===== config.mk =====
export PLATFORM = sky130hd
export DESIGN_NAME = icache_ctrl
export DESIGN_NICKNAME = d
export VERILOG_FILES = /design/src/rtl/icache_ctrl.sv
export SDC_FILE = /design/constraint.sdc
export NUM_CORES = 2
export LEC_CHECK = 0
export CAP_MARGIN = 20
export CORE_ASPECT_RATIO = 0.7
export CORE_UTILIZATION = 55
export CTS_BUF_LIST = sky130_fd_sc_hd__clkbuf_16
export DETAILED_ROUTE_END_ITERATION = 12
export PLACE_DENSITY = 0.82
export SLEW_MARGIN = 30
export SYNTH_ARGS = -nofsm -noshare
export SYNTH_HDL_FRONTEND = slang
export SYNTH_SLANG_ARGS = --single-unit

===== constraint.sdc =====
create_clock -name CLK -period 42 [get_ports CLK]
set_clock_uncertainty 0.05 [all_clocks]
set_input_delay 8.4 -clock CLK [delete_from_list [all_inputs] [get_ports CLK]]
set_output_delay 8.4 -clock CLK [all_outputs]
set_load 0.005 [all_outputs]

===== src/rtl/icache_ctrl.sv =====
// Direct-mapped, one-word-per-entry instruction cache controller with a two-state
// miss FSM (IDLE/FETCH), deferred flush during fills and saturating hit/miss counters.
module icache_ctrl #(
    parameter int unsigned SETS = 16
) (
    input  logic        CLK,
    input  logic        RST,
    input  logic        imemREN,
    input  logic [31:0] imemaddr,
    output logic        ihit,
    output logic [31:0] imemload,
    output logic        iREN,
    output logic [31:0] iaddr,
    input  logic        iwait,
    input  logic [31:0] iload,
    input  logic        flush,
    output logic [15:0] hit_cnt,
    output logic [15:0] miss_cnt
);
    localparam int unsigned IdxW = $clog2(SETS);
    localparam int unsigned TagW = 30 - IdxW;

    typedef enum logic {StIdle, StFetch} state_e;

    state_e            state_q, state_d;
    logic [31:0]       miss_addr_q, miss_addr_d;
    logic              flush_pend_q, flush_pend_d;
    logic [15:0]       hit_cnt_q, hit_cnt_d;
    logic [15:0]       miss_cnt_q, miss_cnt_d;
    logic [SETS-1:0]   valid_q;
    logic [TagW-1:0]   tag_q  [SETS];
    logic [31:0]       data_q [SETS];

    logic [IdxW-1:0]   req_idx, fill_idx;
    logic [TagW-1:0]   req_tag, fill_tag;
    logic              lookup_hit, fill_we, clear_all;
    logic              unused_addr_lsb;

    assign req_idx  = imemaddr[IdxW+1:2];
    assign req_tag  = imemaddr[31:IdxW+2];
    assign fill_idx = miss_addr_q[IdxW+1:2];
    assign fill_tag = miss_addr_q[31:IdxW+2];
    // Word-aligned addressing: byte offset bits never participate.
    assign unused_addr_lsb = ^imemaddr[1:0];

    assign lookup_hit = imemREN & valid_q[req_idx] & (tag_q[req_idx] == req_tag);

    always_comb begin
        state_d      = state_q;
        miss_addr_d  = miss_addr_q;
        flush_pend_d = flush_pend_q;
        fill_we      = 1'b0;
        clear_all    = 1'b0;
        ihit         = 1'b0;
        imemload     = 32'h0;
        iREN         = 1'b0;
        iaddr        = 32'h0;
        unique case (state_q)
            StIdle: begin
                // A live flush or one deferred from the last fill blocks lookup and launch.
                if (flush || flush_pend_q) begin
                    clear_all    = 1'b1;
                    flush_pend_d = 1'b0;
                end else if (lookup_hit) begin
                    ihit     = 1'b1;
                    imemload = data_q[req_idx];
                end else if (imemREN) begin
                    miss_addr_d = {imemaddr[31:2], 2'b00};
                    state_d     = StFetch;
                end
            end
            StFetch: begin
                iREN  = 1'b1;
                iaddr = miss_addr_q;
                if (flush) begin
                    flush_pend_d = 1'b1;
                end
                if (!iwait) begin
                    fill_we = 1'b1;
                    state_d = StIdle;
                end
            end
        endcase
    end

    always_comb begin
        hit_cnt_d  = hit_cnt_q;
        miss_cnt_d = miss_cnt_q;
        if (ihit && (hit_cnt_q != 16'hFFFF)) begin
            hit_cnt_d = hit_cnt_q + 16'd1;
        end
        if (fill_we && (miss_cnt_q != 16'hFFFF)) begin
            miss_cnt_d = miss_cnt_q + 16'd1;
        end
    end

    always_ff @(posedge CLK or posedge RST) begin
        if (RST) begin
            state_q      <= StIdle;
            miss_addr_q  <= 32'h0;
            flush_pend_q <= 1'b0;
            hit_cnt_q    <= 16'h0;
            miss_cnt_q   <= 16'h0;
            valid_q      <= '0;
        end else begin
            state_q      <= state_d;
            miss_addr_q  <= miss_addr_d;
            flush_pend_q <= flush_pend_d;
            hit_cnt_q    <= hit_cnt_d;
            miss_cnt_q   <= miss_cnt_d;
            if (clear_all) begin
                valid_q <= '0;
            end else if (fill_we) begin
                valid_q[fill_idx] <= 1'b1;
            end
        end
    end

    always_ff @(posedge CLK or posedge RST) begin
        if (RST) begin
            for (int unsigned i = 0; i < SETS; i++) begin
                tag_q[i]  <= '0;
                data_q[i] <= '0;
            end
        end else if (fill_we) begin
            tag_q[fill_idx]  <= fill_tag;
            data_q[fill_idx] <= iload;
        end
    end

    assign hit_cnt  = hit_cnt_q;
    assign miss_cnt = miss_cnt_q;

endmodule


# After elaboration in Yosys (flattened, before gate mapping)
# Index checks and enable logic that the tools add are counted.
[totals] out_inout_bits=98 register_bits=1008
[op_classes] muxes=38 bitwise_logic=8 eq_ne=5 order_cmp=6 n_addsub=2 reduce_logical=8
[ops] cell="$bwmux W512" count=1
[ops] cell="$bwmux W416" count=1
[ops] cell="$mux W32" count=7
[ops] cell="$bmux W32 S4" count=1
[ops] cell="$demux W32 S4" count=1
[ops] cell="$bmux W26 S4" count=1
[ops] cell="$demux W26 S4" count=1
[ops] cell="$mux W26" count=3
[ops] cell="$add A16 B1 Y16 const B" count=2
[ops] cell="$mux W16" count=2
[ops] cell="$ne A16 B16 Y1 const B" count=2
[ops] cell="$eq A26 B26 Y1" count=1
[ops] cell="$mux W1" count=16
[ops] cell="$or A16 B16 Y16" count=1
[ops] cell="$ge A5 B5 Y1 const B" count=2
[ops] cell="$lt A4 B5 Y1 const B" count=2
[ops] cell="$not A4 Y5" count=2
[ops] cell="$lt A5 B1 Y1 const B" count=1
[ops] cell="$bmux W1 S4" count=1
[ops] cell="$demux W1 S4" count=1
[ops] cell="$ge A4 B1 Y1 const B" count=1
[ops] cell="$logic_and A1 B1 Y1" count=4
[ops] cell="$ne A2 B2 Y1 const B" count=2
[ops] cell="$pmux W1 S2" count=2
[ops] cell="6 further kinds" count=9

# Longest topological paths before layout
[logic_depth] ltp_word=10 depth_mapped=15

# Least setup slack after synthesis
# No wires, ideal clock.
[synth_timing] kind="input port to output port" from="in imemaddr[4]" to="out imemload[31]" t_arrival_ns=11.531 n_path_buf=9 cell_stages=12 required_time_ns=33.550 path_slack_ns=22.019 path_cell_list="buf_2 buf_4 buf_2 buf_2 buf_4 buf_2 buf_2 buf_1 clkbuf_1 mux4_2 mux4_2 and2_1"
[synth_via] elab_chain_cells=9 word_cells_on_any_way=15
[synth_rtl] item="from (decl)" line="9" source="input logic [31:0] imemaddr,"
[synth_rtl] item="$not A4 Y5 (implied by the code)" line="46, 66"
[synth_rtl] item="$bmux W26 S4" line="46" source="assign lookup_hit = imemREN & valid_q[req_idx] & (tag_q[req_idx] == req_tag);"
[synth_rtl] item="$mux W26 (implied by the code) (2 in series)" line="46"
[synth_rtl] item="$eq A26 B26 Y1" line="46"
[synth_rtl] item="$and A1 B1 Y1" line="46"
[synth_rtl] item="$mux W32 (*)" line="64" source="end else if (lookup_hit) begin"
[synth_rtl] item="$mux W32 (*)" line="61" source="if (flush || flush_pend_q) begin"
[synth_rtl] item="$mux W32 (*)" line="58" source="unique case (state_q)"
[synth_rtl] item="to (decl)" line="11" source="output logic [31:0] imemload,"
# Mark *: on every way between the ends. The rest lies on a longest branch, timed or not. The select of a mux whose other input is x is not followed.

# Final worst setup path
[layout_timing] from="in imemaddr[3]" to="out imemload[19]"
# Same word-level chain as after synthesis.

==> metrics.md <==
| Metric | Value |
|---|---|
| Leak | `24.0 nW` |
| Final HPWL DP | `63.7 mm` |
| Number of enable flip-flop cells after synthesis | `0` |
| Post-Route WL | `111 mm` |
| Initial antenna violation count | `8` |
| H-tree Lvls | `3` |
| Mapped Cells | `2,918` |
| Multi-input combinational cell area | `19,900 um2` |
| Largest net degree at the start of global routing | `202` |
| Switching power | `0.899 mW` |
| Clock group share of total power | `0.275` |
| CTS resizes | `0` |
| Post-synth ARST share | `1.00` |
| Hold buffers post-CTS | `0` |
| Area growth, synth to finish | `12.7%` |
| Slew Limit Headroom | `0.288` |
| HP Class | `reg -> reg` |
| Fillcell total | `5,704` |
| Reg2reg start | `tag_q[3]` |
| FF+latch count, synth | `1,008` |
| Port Buffer Count | `162` |
| Synth cell count leaders | `1,008 x dfrtp_1, 963 x mux2_2, 251 x mux4_2` |
| Cell area after synthesis | `46,200 um2` |
| Drt initial violations | `2,327` |
| Via density | `6.30` |
| HP Start | `hit_cnt[8]` |
| Die W | `348 um` |
| Sw frac | `0.269` |
| First-pass GRT wire length | `174 mm` |
| Status | `finished clean` |
| Setup bufs post-CTS | `0` |
| DR pass1 iterations | `7` |
| Drt wl/cell | `26.7 um` |
| Global route overflow | `0` |
| Max-Cap Viols | `0` |
| Tot GR Track Use | `0.269` |
| DRC viols | `0` |
| Register Area | `25,200 um2` |
| GPL Wtd Cong | `0.813` |
| Die Y | `244 um` |
| Internal power | `2.45 mW` |
| Pre-CTS setup slack | `19.88 ns` |
| Ratio of cells with drive above 1 in the final layout | `0.473` |
| Clk slew on worst S/H paths | `0.06 ns` |
| Crit Path Class | `in -> out` |
| Post-synth cell types | `58` |
| RR Endpoint | `miss_addr_q[7]` |
| WP data arrival | `13.82 ns` |
| Sequential power share | `0.486` |
| Yosys warnings | `0` |
| Clock latency on the worst-skew pair | `0.68 ns` |
| Seq/Total Area, Yosys | `0.547` |
| # IOs | `167` |
| Worst reg2reg setup slack | `37.23 ns` |
| Fin Setup TNS | `0 ns` |
| Period utilization | `0.530` |
| Post-route setup slack | `19.73 ns` |
| Core footprint | `82,700 um2` |
| Synth area leader | `dfrtp_1` |
| Total power | `3.35 mW` |
| Nets | `3,041` |
| Combinational Power Share | `0.239` |
| Clock sinks | `1,008` |
| Hold Path Stages | `1` |
| Top_reg_cell synth | `dfrtp_1` |
| Antenna Nets Post-Route | `0` |
| CTS Buffer Depth | `3` |
| Rows | `88` |
| WP data required | `33.55 ns` |
| Unrepaired setup endpoints after global routing | `false` |
| Max rail drop VDD | `0.0447 mV` |
| Slew Limit Fails | `0` |
| # setup viols final | `0` |
| Tmin final | `22.27 ns` |
| CTS tree | `built` |
| Top-count cell post-synth | `dfrtp_1` |
| Vias in the first global route | `28,900` |
| Crit. End Element | `output port` |
| Vias post-DR | `26,300` |
| Crit path launch type | `input pin` |
| Final Hold Fails | `0` |
| Cell Pwr Density | `64.4 nW/um2` |
| Crit Path Max Fanout | `35` |
| Yosys top cell area share | `0.547` |
| Worst R2R Path Depth | `9` |
| Initial core utilization | `0.558` |
| CTS buffer count | `95` |
| Syn avg cell area | `15.8 um2` |
| Hold Path End | `hit_cnt[8]` |
| Largest cells by area after synthesis | `dfrtp_1 55%, mux2_2 23%, mux4_2 12%, mux2i_1 1.1%, clkbuf_1 1.0%` |
| CTS Root Cell | `clkbuf_16` |
| Worst-Margin Slew | `1.07 ns` |
| Die ar. | `85,100 um2` |
| Maximum clock frequency | `0.0449 GHz` |
==> power groups by stage <==
stage	logic [mW]	registers [mW]	clock network, mW
6_report	0.801	1.63	0.920
5_1_grt	0.859	1.68	0.972
4_1_cts	0.805	1.62	0.933
3_5_place_dp	0.800	1.64	0
3_3_place_gp	0.752	1.58	0
2_1_floorplan	0.661	1.54	0
==> area by class of cell <==
cell class                 instances  share of cell area
antenna                            4            0.000192
clock buffer                      96              0.0462
clock inverter                    80              0.0176
inverter                          15             0.00137
multi-input combinational       1643               0.382
sequential                      1008               0.485
tap                             1125              0.0271
timing repair buffer             207              0.0407
==> stage by stage <==
stage | instance area, um2 | std cells | utilization | hold WS [ns]
after floorplan | 46200 | 2919 | - | 0.409
after global placement | 48500 | 3993 | 0.587 | 0.418
after detailed placement | 48600 | 3994 | 0.587 | 0.434
after CTS | 51900 | 4170 | 0.627 | 0.449
after global routing | 52000 | 4178 | 0.629 | 0.452
final | 52000 | 4178 | 0.629 | 0.446
==> worst max-delay path by stage <==
| stage | start | end | slack (ns) | depth (start not counted) |
|---|---|---|---|---|
| 2_1_floorplan | RST | data_q[0] | 5.19 | 1 |
| 3_3_place_gp | imemaddr[2] | imemload[29] | 19.58 | 11 |
| 3_5_place_dp | imemaddr[4] | imemload[19] | 19.88 | 12 |
| 4_1_cts | imemaddr[4] | imemload[19] | 19.89 | 12 |
| 5_1_grt | imemaddr[3] | imemload[24] | 19.58 | 11 |
| 6_report | imemaddr[3] | imemload[19] | 19.73 | 11 |
==> registers in the layout, summed over array words and instances, names as in the netlist <==
| signal | flops |
|---|---|
| miss_addr_q | 30 |
| tag_q | 416 |
| data_q | 512 |
| flush_pend_q | 1 |
| valid_q | 16 |
| hit_cnt | 16 |
| miss_cnt | 16 |
| state_q | 1 |
==> logic make-up (layout without fill, tap and decap cells) <==
logic type / Yosys count / count (layout) / share of synthesized area
flops: 1008 / 1008 / 0.547
compound gates: 67 / 67 / 0.0109
mux: 1276 / 1276 / 0.374
xor+xnor: 51 / 51 / 0.00984
buf+inv: 268 / 398 / 0.0258
other cells: 1 / 6 / 0.0000813
simple gates: 245 / 245 / 0.0321
fa+ha+maj: 2 / 2 / 0.000542
==> critical path: stages <==
cell	delay [ns]
buf_4	0.48
buf_4	0.66
mux4_2	0.60
mux4_2	0.50
xnor2_1	0.64
o2111ai_1	0.27
nor4_1	0.79
and3_1	0.31
buf_4	0.36
and2_1	0.20
clkdlybuf4s50_1	0.52
==> cell usage in the layout (no fill, tap or decap), drive strengths merged, types with 26 or more instances in the layout <==
cell type      count
nor4              26
clkbuf            96
xnor2             35
clkdlybuf4s50    158
mux4             260
buf               49
dfrtp           1008
nand3             26
inv               32
mux2             966
and2              66
mux2i             50
nand2             35
clkinv            41
==> per-layer routing <==
metal | GRT usage | share of wire | vias to the layer above
met1 | 0.365 | 0.42 | 14300
met5 | 0 | 0.00037 | -
met2 | 0.439 | 0.49 | 853
li1 | - | - | 11000
met4 | 0.0902 | 0.032 | 6
met3 | 0.0532 | 0.060 | 259
No activity file was read; power rests on OpenSTA's default activity.
